==> src/rtl/dma_desc_sched.sv <==
// Descriptor scheduler: round-robin push of requester descriptors into an external 48b FIFO,
// and a pop FSM that hands one descriptor at a time to the DMA engine and routes completions back.
module dma_desc_sched #(
  parameter int NUM_REQ    = 2,
  parameter int FIFO_DEPTH = 8
) (
  input  logic                   clk,
  input  logic                   rst_n,
  input  logic [NUM_REQ-1:0]     i_req_valid,
  input  logic [NUM_REQ*48-1:0]  i_req_desc,
  output logic [NUM_REQ-1:0]     o_req_ready,
  output logic                   o_fifo_wr_en,
  output logic [47:0]            o_fifo_din,
  input  logic                   i_fifo_full,
  output logic                   o_fifo_rd_en,
  input  logic [47:0]            i_fifo_dout,
  input  logic                   i_fifo_empty,
  output logic                   o_dma_valid,
  output logic [47:0]            o_dma_desc,
  output logic [1:0]             o_dma_id,
  input  logic                   i_dma_ready,
  input  logic                   i_dma_done,
  output logic [NUM_REQ-1:0]     o_done_vec,
  output logic [NUM_REQ-1:0]     o_drop_vec,
  output logic [7:0]             o_stray_cnt,
  output logic [1:0]             o_dbg_state
);
  // Handshakes: a transfer happens on a rising edge where valid & ready are both 1; the
  // offering side holds data stable until then (requesters -> grant, o_dma_valid -> i_dma_ready).

  typedef enum logic [1:0] {S_IDLE = 2'd0, S_ISSUE = 2'd1, S_WAIT_DONE = 2'd2} state_t;

  localparam int CW = $clog2(FIFO_DEPTH + 1);
  localparam int IW = $clog2(FIFO_DEPTH);

  function automatic logic [1:0] wrap_inc(input logic [1:0] p, input int k);
    int s;
    s = int'(p) + k;
    if (s >= NUM_REQ) s = s - NUM_REQ;
    return 2'(s);
  endfunction

  function automatic logic [NUM_REQ-1:0] onehot(input logic [1:0] idx);
    logic [NUM_REQ-1:0] v;
    v = '0;
    for (int i = 0; i < NUM_REQ; i++) begin
      if (idx == 2'(i)) v[i] = 1'b1;
    end
    return v;
  endfunction

  state_t          r_state, w_next_state;
  logic [1:0]      r_rr_ptr;
  logic [1:0]      r_idq [FIFO_DEPTH];
  logic [CW-1:0]   r_idq_cnt;
  logic            r_dma_valid;
  logic [47:0]     r_dma_desc;
  logic [1:0]      r_dma_id;
  logic [NUM_REQ-1:0] r_done_vec, r_drop_vec;
  logic [7:0]      r_stray_cnt;

  logic [3:0]      w_valid;
  logic [47:0]     w_desc [4];
  logic            w_grant;
  logic [1:0]      w_winner;
  logic [47:0]     w_win_desc;
  logic            w_win_zero;
  logic            w_fifo_rd;
  logic            w_push, w_pop;
  logic [IW-1:0]   w_wr_idx;

  // Pad requester inputs to four slots so the 2-bit winner index is always in range.
  assign w_valid = 4'(i_req_valid);
  for (genvar g = 0; g < 4; g++) begin : g_desc
    if (g < NUM_REQ) begin : g_on
      assign w_desc[g] = i_req_desc[48*g +: 48];
    end else begin : g_off
      assign w_desc[g] = '0;
    end
  end

  // Scan from the farthest slot back to the nearest so the nearest valid index after rr_ptr wins.
  always_comb begin
    w_grant  = 1'b0;
    w_winner = '0;
    if (rst_n && !i_fifo_full) begin
      for (int k = NUM_REQ; k >= 1; k--) begin
        if (w_valid[wrap_inc(r_rr_ptr, k)]) begin
          w_grant  = 1'b1;
          w_winner = wrap_inc(r_rr_ptr, k);
        end
      end
    end
  end

  assign w_win_desc   = w_desc[w_winner];
  assign w_win_zero   = (w_win_desc[47:32] == 16'd0);
  assign o_req_ready  = w_grant ? onehot(w_winner) : '0;
  assign o_fifo_wr_en = w_grant && !w_win_zero;
  assign o_fifo_din   = o_fifo_wr_en ? w_win_desc : '0;

  always_comb begin
    w_next_state = r_state;
    w_fifo_rd    = 1'b0;
    case (r_state)
      S_IDLE: begin
        if (!i_fifo_empty) begin
          w_fifo_rd    = 1'b1;
          w_next_state = S_ISSUE;
        end
      end
      S_ISSUE:     if (i_dma_ready) w_next_state = S_WAIT_DONE;
      S_WAIT_DONE: if (i_dma_done)  w_next_state = S_IDLE;
      default:     w_next_state = S_IDLE;
    endcase
  end

  assign o_fifo_rd_en = w_fifo_rd && rst_n;

  always_ff @(posedge clk or negedge rst_n) begin
    if (!rst_n) begin
      r_state     <= S_IDLE;
      r_rr_ptr    <= 2'(NUM_REQ - 1);
      r_dma_valid <= 1'b0;
      r_dma_desc  <= '0;
      r_dma_id    <= '0;
      r_done_vec  <= '0;
      r_drop_vec  <= '0;
      r_stray_cnt <= '0;
    end else begin
      r_state    <= w_next_state;
      r_done_vec <= '0;
      r_drop_vec <= '0;
      if (w_grant) begin
        r_rr_ptr <= w_winner;
        if (w_win_zero) r_drop_vec <= onehot(w_winner);
      end
      if (w_fifo_rd) begin
        r_dma_valid <= 1'b1;
        r_dma_desc  <= i_fifo_dout;
        r_dma_id    <= r_idq[0];
      end else if (r_state == S_ISSUE && i_dma_ready) begin
        r_dma_valid <= 1'b0;
      end
      if (i_dma_done) begin
        if (r_state == S_WAIT_DONE) r_done_vec <= onehot(r_dma_id);
        else if (r_stray_cnt != 8'hFF) r_stray_cnt <= r_stray_cnt + 8'd1;
      end
    end
  end

  // ID queue tracks FIFO occupancy one-for-one; on push+pop the new entry lands one slot lower.
  assign w_push   = o_fifo_wr_en;
  assign w_pop    = o_fifo_rd_en;
  assign w_wr_idx = w_pop ? IW'(r_idq_cnt - CW'(1)) : IW'(r_idq_cnt);

  always_ff @(posedge clk or negedge rst_n) begin
    if (!rst_n) begin
      r_idq_cnt <= '0;
      for (int i = 0; i < FIFO_DEPTH; i++) r_idq[i] <= '0;
    end else begin
      if (w_pop) begin
        for (int i = 0; i < FIFO_DEPTH - 1; i++) r_idq[i] <= r_idq[i+1];
        r_idq[FIFO_DEPTH-1] <= '0;
      end
      if (w_push) r_idq[w_wr_idx] <= w_winner;
      r_idq_cnt <= r_idq_cnt + CW'(w_push) - CW'(w_pop);
    end
  end

  assign o_dma_valid = r_dma_valid;
  assign o_dma_desc  = r_dma_desc;
  assign o_dma_id    = r_dma_id;
  assign o_done_vec  = r_done_vec;
  assign o_drop_vec  = r_drop_vec;
  assign o_stray_cnt = r_stray_cnt;
  assign o_dbg_state = r_state;

endmodule

==> config.mk <==
export PLATFORM = sky130hd
export DESIGN_NAME = dma_desc_sched
export DESIGN_NICKNAME = d
export VERILOG_FILES = /design/src/rtl/dma_desc_sched.sv
export SDC_FILE = /design/constraint.sdc
export NUM_CORES = 1
export LEC_CHECK = 0
export CAP_MARGIN = 20
export CORE_UTILIZATION = 38
export DETAILED_ROUTE_END_ITERATION = 7
export GPL_ROUTABILITY_DRIVEN = 0
export GPL_TIMING_DRIVEN = 0
export PLACE_DENSITY = 0.92
export SETUP_SLACK_MARGIN = 0.15
export SLEW_MARGIN = 0
export SYNTH_ARGS = -nofsm -noshare
export SYNTH_HDL_FRONTEND = slang
export SYNTH_SLANG_ARGS = --single-unit
==> constraint.sdc <==
create_clock -name clk -period 2.9 [get_ports clk]
set_input_delay 0.58 -clock clk [delete_from_list [all_inputs] [get_ports clk]]
set_output_delay 0.58 -clock clk [all_outputs]
set_load 0.05 [all_outputs]
### Yosys cells after proc, flatten, opt, wreduce, memory -nomap -nowiden

Index checks and enable logic that the tools add are counted.

* register bits: 87
* bits in latches: 0
* bits in writable memories: 0
* memory bits (read-only): 0
* output and inout bits: 117
* memories kept: 0

* $add $sub $neg: 8
* multiply operators: 0
* div/mod/pow operators: 0
* $lt $le $gt $ge: 7
* eq/ne operators: 8
* shift-type cells: 0
* multiplexer cells: 41
* bitwise logic cells: 3
* reductions and logical operators: 14

Operator list (count)
* 2-to-1 mux 48 bit: 3
* binary-select mux 48 bit (select 2 bit): 1
* 2-to-1 mux 16 bit: 2
* 2-to-1 mux 2 bit: 16
* bitwise mux 16 bit: 1
* zero test 16 bit: 1
* 2-to-1 mux 1 bit: 13
* adder 8 x 1 -> 8 bit, second input constant: 1
* inequality test 8 bit, second input constant: 1
* demux 2 bit (select 3 bit): 1
* == test 2 x 1 -> 1 bit, second input constant: 3
* >= comparator 3 x 2 -> 1 bit, second input constant: 2
* zero test 2 bit: 3
* < comparator 2 x 3 -> 1 bit, second input constant: 2
* inequality test 2 bit, second input constant: 3
* case mux 2 bit (3 select lines): 1
* AND reduction 3 bit: 2
* logical AND 1 bit: 5
* adder 4 x 1 -> 4 bit: 1
* binary-select mux 1 bit (select 2 bit): 2
* >= comparator 4 bit, second input constant: 1
* < comparator 4 x 1 -> 1 bit, second input constant: 1
* inverter 3 -> 4 bit: 1
* subtractor 2 bit, second input constant: 2
* other kinds (11): 12

### Logic depth before layout (Yosys ltp)

* depth after elaboration: 18
* mapped depth: 12

### Least setup slack after synthesis

Ideal clock, no wire load.

* kind: input port to flip-flop
* start: in rst_n
* end: reg r_idq_cnt[2]
* library setup time: 0.127 ns
* data arrival time: 3.049 ns
* data required time: 2.773 ns
* slack: -0.276 ns
* stages: 9
* path buffers: 0
* cells stage by stage: nor2b_1 -> nand3_1 -> mux2_2 -> nor2b_1 -> ha_1 -> inv_1 -> fa_1 -> xnor2_1 -> xnor2_1

* longest elaborated chain between the ends: 11

RTL lines
* start: declaration: RTL line 8 `input logic rst_n,`
* logical AND 1 bit (*): RTL line 86 `if (rst_n && !i_fifo_full) begin`
* 2-to-1 mux 2 bit: RTL line 86
* inverter 2 -> 3 bit (not written as such): RTL line 96 `assign w_win_desc = w_desc[w_winner];`
* binary-select mux 48 bit (select 2 bit): RTL line 96
* 2-to-1 mux 48 bit (not written as such) (2 in a row): RTL line 96
* zero test 16 bit: RTL line 97 `assign w_win_zero = (w_win_desc[47:32] == 16'd0);`
* zero test 1 bit: RTL line 99 `assign o_fifo_wr_en = w_grant && !w_win_zero;`
* logical AND 1 bit (*): RTL line 99
* named net o_fifo_wr_en: RTL line 12 `output logic o_fifo_wr_en,`
* adder 4 x 1 -> 4 bit (*): RTL line 167 `r_idq_cnt <= r_idq_cnt + CW'(w_push) - CW'(w_pop);`
* subtractor 4 x 1 -> 4 bit (*): RTL line 167
* end signal: assignment: RTL line 167
* end: declaration: RTL line 55 `logic [CW-1:0] r_idq_cnt;`

Mark *: on every way through the listed nets, which the timed path passes. The rest lies on a longest branch. The select of a mux whose other input is x is not followed.
A chain may end at the register's enable or synchronous reset.

### Worst setup path after layout

* start: in i_req_desc[42]
* end: out o_fifo_wr_en

* longest elaborated chain between the ends: 6

RTL lines
* start: declaration: RTL line 10 `input logic [NUM_REQ*48-1:0] i_req_desc,`
* binary-select mux 48 bit (select 2 bit): RTL line 96
* 2-to-1 mux 48 bit (not written as such) (2 in a row): RTL line 96
* zero test 16 bit: RTL line 97
* zero test 1 bit: RTL line 99
* logical AND 1 bit: RTL line 99
* end: declaration: RTL line 12

Every way passes these cells. The select of a mux whose other input is x is not followed.

==> results.cfg <==
[grt]
grt_remaining_overflow = 0
grt_pass1_vias = 5106
antenna_found_initial = 0
grtUsageTotal = 0.273
grt_pass1_wl_mm = 26.6
grt_max_degree = 24

[critical_path]
cp_slowest_stage_delay_ns = 0.43
cpMostUsedCell = buf_6
cp-end-kind = primary output
path_max_fanout = 6
cp_slowest_cell = clkdlybuf4s50_1
cp_cell_sequence = clkdlybuf4s50_1 -> nor4_1 -> nand4_1 -> buf_6 -> mux2_4 -> nor2b_2 -> buf_6
path_buf_inv = 3
critical_path.top_delay_family = buffers and inverters
required_ns = 2.32
worstSetupStartpointType = primary input
worstSetupPathType = primary input to primary output
arrival_ns = 2.17

[logic_synthesis]
synthXorXnorAreaFrac = 0.0212
synthArstFlopShare = 1.00
yosys_warnings = 0
synthCells = 467
synth_top_family_by_area = simple AND/OR/NAND/NOR gates
synthAdderAreaFrac = 0.0154
synth-edff-count = 0
avgSynthCellArea_um2 = 9.74
synth-compound-area-share = 0.122
synth_nets = 624
synth.distinct_cells = 45
netlist_area_mm2 = 0.00455
ys_seq_area_frac = 0.473
ys_ff_latch = 86
synth.area.mux_share = 0.142
synthSimpleGateAreaFrac = 0.188
synth_top_flop_cell = dfrtp_1

[placed_design]
portBuffers = 268
place_area_mm2 = 0.00764
dp.cells = 879
place_ws_ns = -1.20
dp_hpwl_mm = 12.6

[cts]
cts-root-buf = clkbuf_16
path_clk_slew_ns = 0.06
clock-sinks = 86
h-tree-depth = 3
clkLatencyLatePin_ns = 0.33
cts_tree = yes
cts_buffer_depth = 2
cts_hold_buf = 0
cts_made_buffers = 9

[sta]
finClkSkew_ns = 0.00604
setup_viol_count_final = 0
finalMaxSlewViolations = 0
fmaxAchievable_mhz = 363
rsz0062_at_grt = yes
min_period_ns = 2.75
relSlewSlack = 0.563
hold_viol = 0
worst_slew_pin_slew_ns = 0.655
period_share = 0.949
fin_ws_ns = 0.148

[routing]
drtPass1Iterations = 7
route.detailed.drc = 40
ant_nets = 0
wl_per_cell_um = 18.8
drtIter0Drc = 289
via_per_inst = 5.49
vias = 5033
finalWirelength_mm = 17.2

[job]
drv_cap = 0

[final_layout]
nets = 925
fin_area_mm2 = 0.00841
syn_to_final_growth_pct = 84.9
drive_gt1_frac = 0.314
fin_cells = 916
post-route-util = 0.727
diodes = 0
nFillCells = 787

[floorplanning]
core_mm2 = 0.0116
dieHeight_um = 111
dieArea_mm2 = 0.0124
rows = 39
die_w_um = 111
io_pins = 269
start_util = 0.393

[power_and_ir_drop]
combPwrFrac = 0.574
switching_power_uw = 3430
p_sw_frac = 0.462
intPower_uw = 3990
powerDensity_mw_per_mm2 = 882
power.share.clock = 0.144
power_frac_seq = 0.281
leakage_uw = 0.00358
max-vdd-ir-drop_mv = 0.439

[min_path]
hold_class = primary input to async pin

[outcome]
status = complete, but fails checks
violations = design-rule violations
-- routing by layer --
layer	track usage	wire, µm	vias up
met5	0	0	-
met4	0.109	684	0
met3	0.0680	1260	50
met2	0.503	9030	291
met1	0.301	6250	2389
li1	-	-	2303
-- registers in the layout (all words and copies together), names as in the netlist --
signal and flops:
o_dbg_state 2, o_dma_desc 48, o_dma_id 2, o_dma_valid 1, o_done_vec 2, o_drop_vec 2
o_stray_cnt 8, r_idq 16, r_idq_cnt 3, r_rr_ptr 2
-- Yosys cell counts (8+ instances only) --
cell,count,area share
dfrtp_1,85,0.47
nand3_1,70,0.077
a21oi_1,58,0.064
nand2_1,54,0.045
mux2_2,51,0.13
clkbuf_1,25,0.021
nor4_1,9,0.012
o2111ai_1,9,0.017
inv_1,8,0.0066
nor2_1,8,0.0066
-- cells by family after synthesis --
| family | Yosys count |
|---|---|
| mux | 58 |
| buf+inv | 43 |
| compound gates | 90 |
| xor+xnor | 11 |
| fa+ha+maj | 5 |
| simple gates | 174 |
| flops | 86 |
-- cell usage in the layout, fill, tap and decap left out, types with 8 or more instances in the layout --
master	n
o2111ai_1	9
a21oi_1	13
clkbuf_1	9
nand2_1	54
nand3_1	65
clkbuf_16	9
clkdlybuf4s50_1	186
buf_4	38
dlygate4sd2_1	22
nor2_1	8
dfrtp_1	83
clkbuf_4	11
a21oi_2	40
buf_6	33
mux2_2	50
-- layout make-up --
cell class	instances	area (µm²)	area share
flip-flops and latches	86	2160	0.256
clock inverters	6	48.8	0.00580
plain buffers	32	235	0.0280
clock buffers	10	229	0.0272
multi-input cells	338	2560	0.304
well taps	143	179	0.0213
repair buffers	292	2970	0.353
inverters	9	33.8	0.00402
-- worst paths after layout --
kind                                start        endpoint  slack (ns)  cells past startpoint
min                                 rst_n       r_idq[14]        0.05                      1
max in group asynchronous           rst_n  o_dma_desc[29]        2.41                      2
min in group clk              r_rr_ptr[0]     r_rr_ptr[0]        0.51                      2
max                        i_req_desc[42]    o_fifo_wr_en        0.15                      7
min reg2reg                   r_rr_ptr[0]     r_rr_ptr[0]        0.51                      2
max reg2reg                o_dbg_state[0]    r_idq_cnt[2]        0.30                     12
-- power groups by stage --
stage	combinational (µW)	sequential, µW	clock (µW)
after global placement	4050	2070	0
final	4260	2090	1070
after floorplan	1220	3530	0
after detailed placement	4140	2120	0
after global routing	4450	2160	1150
after CTS	4220	2090	1090
-- through the flow --
| stage | setup TNS, ns | hold slack, ns | power, µW |
|---|---|---|---|
| floorplan | -0.0173 | 0.284 | 4750 |
| global placement | -409.64 | 0.456 | 6120 |
| detailed placement | -72.01 | 0.462 | 6260 |
| CTS | 0 | 0.0336 | 7400 |
| global route | 0 | 0.0315 | 7770 |
| finish | 0 | 0.0486 | 7420 |
-- repair_timing --
| item | 4_1_cts | 5_1_grt |
|---|---|---|
| resized for setup | 417 | 29 |
| gates cloned | 4 | 0 |
| pin swaps | 11 | 12 |
| setup buffers | 13 | 6 |
| setup endpoints to repair | 71 | 58 |
| hold endpoints to repair | 0 | 0 |
Power figures use the tool's default switching activity.
